<file path="src/rtl/mc_cpu_ctrl.sv">
// mc_cpu_ctrl: multi-cycle CPU control FSM with memory handshake, retire counter and error flags
module mc_cpu_ctrl #(
  parameter int unsigned MEM_TIMEOUT = 15,
  parameter int unsigned CNT_W = 32
) (
  input  logic             Clk,
  input  logic             Rst_n,
  input  logic             Run,
  input  logic [5:0]       Op,
  input  logic             Zero,
  input  logic             Mem_Ready,
  output logic             PC_We,
  output logic             IR_We,
  output logic             Mem_Rd,
  output logic             Mem_Wr,
  output logic             IorD,
  output logic             Reg_We,
  output logic             RegDst,
  output logic             MemToReg,
  output logic             ALUSrcA,
  output logic [1:0]       ALUSrcB,
  output logic [1:0]       ALUOp,
  output logic [1:0]       PCSrc,
  output logic [3:0]       State,
  output logic             Inst_Done,
  output logic [CNT_W-1:0] Inst_Cnt,
  output logic             Illegal,
  output logic             Bus_Err
);
  localparam logic [3:0] IDLE = 4'd0, FETCH = 4'd1, DECODE = 4'd2, MEM_ADDR = 4'd3,
                         MEM_RD = 4'd4, MEM_WB = 4'd5, MEM_WR = 4'd6, EXEC_R = 4'd7,
                         WB_R = 4'd8, EXEC_I = 4'd9, WB_I = 4'd10, BRANCH = 4'd11, JUMP = 4'd12;
  localparam logic [5:0] OP_R = 6'b000000, OP_LW = 6'b100011, OP_SW = 6'b101011,
                         OP_BEQ = 6'b000100, OP_ADDI = 6'b001000, OP_J = 6'b000010;
  localparam int WW = $clog2(MEM_TIMEOUT);
  logic [3:0] state, nxt, done_nxt;
  logic [WW-1:0] wait_cnt;
  logic waiting, timeout, legal;
  assign State = state;
  assign waiting = state == FETCH || state == MEM_RD || state == MEM_WR;
  // the counter only ever reaches MEM_TIMEOUT-1; one more low cycle is the timeout
  assign timeout = waiting && !Mem_Ready && wait_cnt == WW'(MEM_TIMEOUT - 1);
  assign legal = Op == OP_R || Op == OP_LW || Op == OP_SW || Op == OP_BEQ || Op == OP_ADDI || Op == OP_J;
  assign done_nxt = Run ? FETCH : IDLE;
  // next-state selection; a timed-out wait falls back to IDLE
  always_comb begin
    nxt = IDLE;
    case (state)
      IDLE:     nxt = (Run && !Bus_Err) ? FETCH : IDLE;
      FETCH:    nxt = timeout ? IDLE : Mem_Ready ? DECODE : FETCH;
      DECODE:   nxt = Op == OP_R ? EXEC_R : (Op == OP_LW || Op == OP_SW) ? MEM_ADDR :
                      Op == OP_BEQ ? BRANCH : Op == OP_ADDI ? EXEC_I : Op == OP_J ? JUMP : IDLE;
      MEM_ADDR: nxt = Op == OP_SW ? MEM_WR : MEM_RD;
      MEM_RD:   nxt = timeout ? IDLE : Mem_Ready ? MEM_WB : MEM_RD;
      MEM_WR:   nxt = timeout ? IDLE : Mem_Ready ? done_nxt : MEM_WR;
      EXEC_R:   nxt = WB_R;
      EXEC_I:   nxt = WB_I;
      MEM_WB, WB_R, WB_I, BRANCH, JUMP: nxt = done_nxt;
      default:  nxt = IDLE;
    endcase
  end
  // datapath controls decoded from the current state
  always_comb begin
    {PC_We, IR_We, Mem_Rd, Mem_Wr, IorD, Reg_We, RegDst, MemToReg, ALUSrcA} = '0;
    {ALUSrcB, ALUOp, PCSrc} = '0;
    {Inst_Done, Illegal} = '0;
    case (state)
      FETCH: begin
        Mem_Rd = 1'b1;
        ALUSrcB = 2'b01;
        IR_We = Mem_Ready;
        PC_We = Mem_Ready;
      end
      DECODE: begin
        ALUSrcB = 2'b11;
        Illegal = !legal;
      end
      MEM_ADDR, EXEC_I: begin
        ALUSrcA = 1'b1;
        ALUSrcB = 2'b10;
      end
      MEM_RD: {Mem_Rd, IorD} = 2'b11;
      MEM_WB: {Reg_We, MemToReg, Inst_Done} = 3'b111;
      MEM_WR: begin
        {Mem_Wr, IorD} = 2'b11;
        Inst_Done = Mem_Ready;
      end
      EXEC_R: begin
        ALUSrcA = 1'b1;
        ALUOp = 2'b10;
      end
      WB_R: {Reg_We, RegDst, Inst_Done} = 3'b111;
      WB_I: {Reg_We, Inst_Done} = 2'b11;
      BRANCH: begin
        ALUSrcA = 1'b1;
        ALUOp = 2'b01;
        PCSrc = 2'b01;
        PC_We = Zero;
        Inst_Done = 1'b1;
      end
      JUMP: begin
        PCSrc = 2'b10;
        PC_We = 1'b1;
        Inst_Done = 1'b1;
      end
      default: ;
    endcase
  end
  // state, wait counter, retire counter and sticky bus error
  always_ff @(posedge Clk or negedge Rst_n)
    if (!Rst_n) begin
      state <= IDLE;
      wait_cnt <= '0;
      Inst_Cnt <= '0;
      Bus_Err <= 1'b0;
    end else begin
      state <= nxt;
      wait_cnt <= (waiting && !Mem_Ready && !timeout) ? wait_cnt + WW'(1) : '0;
      if (Inst_Done) Inst_Cnt <= Inst_Cnt + CNT_W'(1);
      if (timeout) Bus_Err <= 1'b1;
    end
endmodule

</file>
<file path="config.mk">
export PLATFORM = sky130hd
export DESIGN_NAME = mc_cpu_ctrl
export DESIGN_NICKNAME = d
export VERILOG_FILES = /design/src/rtl/mc_cpu_ctrl.sv
export SDC_FILE = /design/constraint.sdc
export NUM_CORES = 1
export LEC_CHECK = 0
export ABC_CLOCK_PERIOD_IN_PS = 4200
export BUFFER_PORTS_ARGS = -buffer_cell sky130_fd_sc_hd__buf_2
export CORE_UTILIZATION = 45
export DETAILED_ROUTE_END_ITERATION = 7
export PLACE_DENSITY = 0.77
export SLEW_MARGIN = 5
export SYNTH_ARGS = -nofsm -noshare
export SYNTH_HDL_FRONTEND = slang
export SYNTH_SLANG_ARGS = --single-unit
</file>
<file path="constraint.sdc">
create_clock -name Clk -period 4.2 [get_ports Clk]
set_input_delay 1.05 -clock Clk [delete_from_list [all_inputs] [get_ports Clk]]
set_output_delay 1.05 -clock Clk [all_outputs]
set_load 0.02 [all_outputs]
</file>
==> metrics <==
vias in the first global route 2016; initial core utilization 0.478; setup violators final 0; # hold bufs at CTS 0; WP data required 3150 ps; final slew viol count 0; largest net degree at the start of global routing 42; startpoint types flip-flop; PD cells 497 nW/um^2; synth warn 0; Die Wd 76.6 um; TritonRoute pass-1 iters 4; Clk Latency, worst-skew pair 290 ps; arrival time at the worst endpoint 2100 ps; nets@finish 313; Post-Syn Instances 240; post-CTS sizing 0; synthesized area 2500 um^2; # Post-CTS Setup Buffers 0; die footprint 5870 um^2; Achievable Freq 317 MHz; Mapped Nets 254; grt total ovfl 0; All-Layer GR Usage 0.199; Pwr Total 1460 uW; Leakage 0.00115 uW; CTS tree yes; share of cells above drive strength 1 0.313; CTS Buffer Depth 2; Hold WC Path Type flip-flop to flip-flop; first-pass GRT wire length 9450 um; setup TNS 0 ps; CP max stage delay 700 ps; count of port buffers added during placement 64; R2R cell count 5; Die H 76.6 um; Worst setup EP type primary output; via count 2063; Yosys cell types 51; Initial DRC Count 59; root buffer cell clkbuf_8; P&R area growth vs syn 16.9%; final count of hold timing violations 0; Max rail drop VDD 0.383 mV; area of the core 5240 um^2; WL per Instance 14.5 um; row cnt 26; Clk pin slew, worst setup/hold paths 80 ps; worst slew pin tran 902 ps; Crit Path Class flip-flop to primary output; drt via density 5.58; CP Buf/Inv Count 2; HPWL after DPL 3730 um; Synth top cells by count 41 x dfrtp_1, 30 x xor2_1, 16 x nor2_1; final worst path period need 3150 ps; hold depth 1; period utilisation layout 0.750; CTS H-tree lvls 2; Boundary Pins 65; Worst Hold Slack 469 ps; DRT Wirelength 5370 um; CP cell instances and3b_2 > nor3_2 > buf_4 > nor2_1 > buf_2; gp weighted congestion 0.776; count leader, synth dfrtp_1; total of max-cap violations 0; synth top area cells dfrtp_1 41%, xor2_1 10%, a2111oi_2 5.4%, nor4_1 3.5%, nand3_1 2.6%; sequential area share after synthesis 0.410; Layout Skew 3.58 ps; Num CTS Buffers 5; Crit. path cell count 5; Yosys top cell area share 0.410; Seq cells post-synth 41; unrepaired setup endpoints after global routing no; clock sinks 41; DRC Markers 0; family with the most delay on the worst path flip-flops; synthesized area per cell 10.4 um^2; CP max-delay cell dfrtp_1; worst rel slew slack 0.399; EDFF count, synth 0; ys async rst share 1.00; run status finished, final reports clean; Diodes inserted 0; Worst Path Max Fanout 22; Post-synth top flop dfrtp_1; DRT antenna net count 0; antenna violations before repair 0; leading area contributor after synthesis dfrtp_1
## report_power, final
part	leakage [uW]	internal [uW]	switching [uW]	total, uW
combinational	0.000661	227	406	633
clock	0.0000450	115	134	249
sequential	0.000449	450	124	574
## placed cells by master (no fill, tap or decap), types with 2 or more instances in the layout
master and instances:
a2111o_1 2, a2111oi_2 9, a211o_1 2, a21oi_1 4, and2_1 3, and2b_1 2
and3_1 2, and4_1 6, buf_2 64, buf_4 2, clkbuf_8 5, clkinv_2 2
dfrtp_1 41, ha_1 3, inv_1 6, nand2_1 15, nand2b_1 3, nand3_1 13
nand4_1 5, nand4_4 2, nor2_1 16, nor3_1 8, nor4_1 14, nor4b_1 2
nor4b_2 3, o211ai_1 2, o21ai_0 5, o21bai_1 2, o22ai_1 2, xnor2_1 6
xor2_1 30
## worst reg2reg max path: cells and delay by family (launching register included)
family / cells / cell delay (ps)
AND/OR/NAND/NOR: 3 / 660
buffers and inverters: 1 / 250
multiplexers: 1 / 340
flip-flops: 1 / 700
## area by class of cell
class | count | area, um^2
Sequential cell | 41 | 1030
Multi-Input combinational cell | 179 | 1370
Clock buffer | 6 | 72.6
Inverter | 6 | 22.5
Clock inverter | 2 | 10.0
Timing Repair Buffer | 66 | 335
Fill cell | 479 | 2310
Tap cell | 70 | 87.6
## cells by family (layout without fill, tap and decap cells)
family                   count (synthesis)  in the layout  synth area share
buffers and inverters                   20             80            0.0415
adder cells (fa/ha/maj)                  3              3            0.0150
AND/OR/NAND/NOR                        103            103             0.262
AO/OA/AOI/OAI                           34             34             0.132
XOR/XNOR                                36             36             0.126
multiplexers                             3              3            0.0130
flip-flops                              41             41             0.410
## state kept, by name, summed over array words and instances (netlist names)
| register | cells |
|---|---|
| Inst_Cnt | 32 |
| State | 4 |
| wait_cnt | 4 |
| Bus_Err | 1 |
## routing by layer
layer,share of wire,wire length [um],global-route usage,up-vias
li1,-,-,-,1007
met2,0.49,2640,0.326,61
met3,0.050,266,0.0383,9
met4,0.013,68,0.0731,0
met1,0.45,2390,0.260,986
met5,0,0,0,-
## metrics by stage
stage	utilization	setup WS, ps	area, um^2	std cells
6_report	0.559	1050	2930	370
5_1_grt	0.559	893	2930	370
4_1_cts	0.559	1050	2930	370
3_5_place_dp	0.543	1190	2850	362
3_3_place_gp	0.543	1220	2850	362
2_1_floorplan	-	1380	2500	240
## worst paths after layout
| path | from | slack [ps] | to |
|---|---|---|---|
| hold / removal | Inst_Cnt[31]$_DFFE_PN0P_ | 470 | Inst_Cnt[31]$_DFFE_PN0P_ |
| hold reg to reg | Inst_Cnt[31]$_DFFE_PN0P_ | 470 | Inst_Cnt[31]$_DFFE_PN0P_ |
| min in group asynchronous | Rst_n | 880 | Inst_Cnt[18]$_DFFE_PN0P_ |
| setup reg to reg | State[0]$_DFF_PN0_ | 2140 | Inst_Cnt[1]$_DFFE_PN0P_ |
| max in group asynchronous | Rst_n | 2760 | Inst_Cnt[1]$_DFFE_PN0P_ |
| setup / recovery | State[0]$_DFF_PN0_ | 1050 | Inst_Done |
Power figures use the tool's default switching activity.
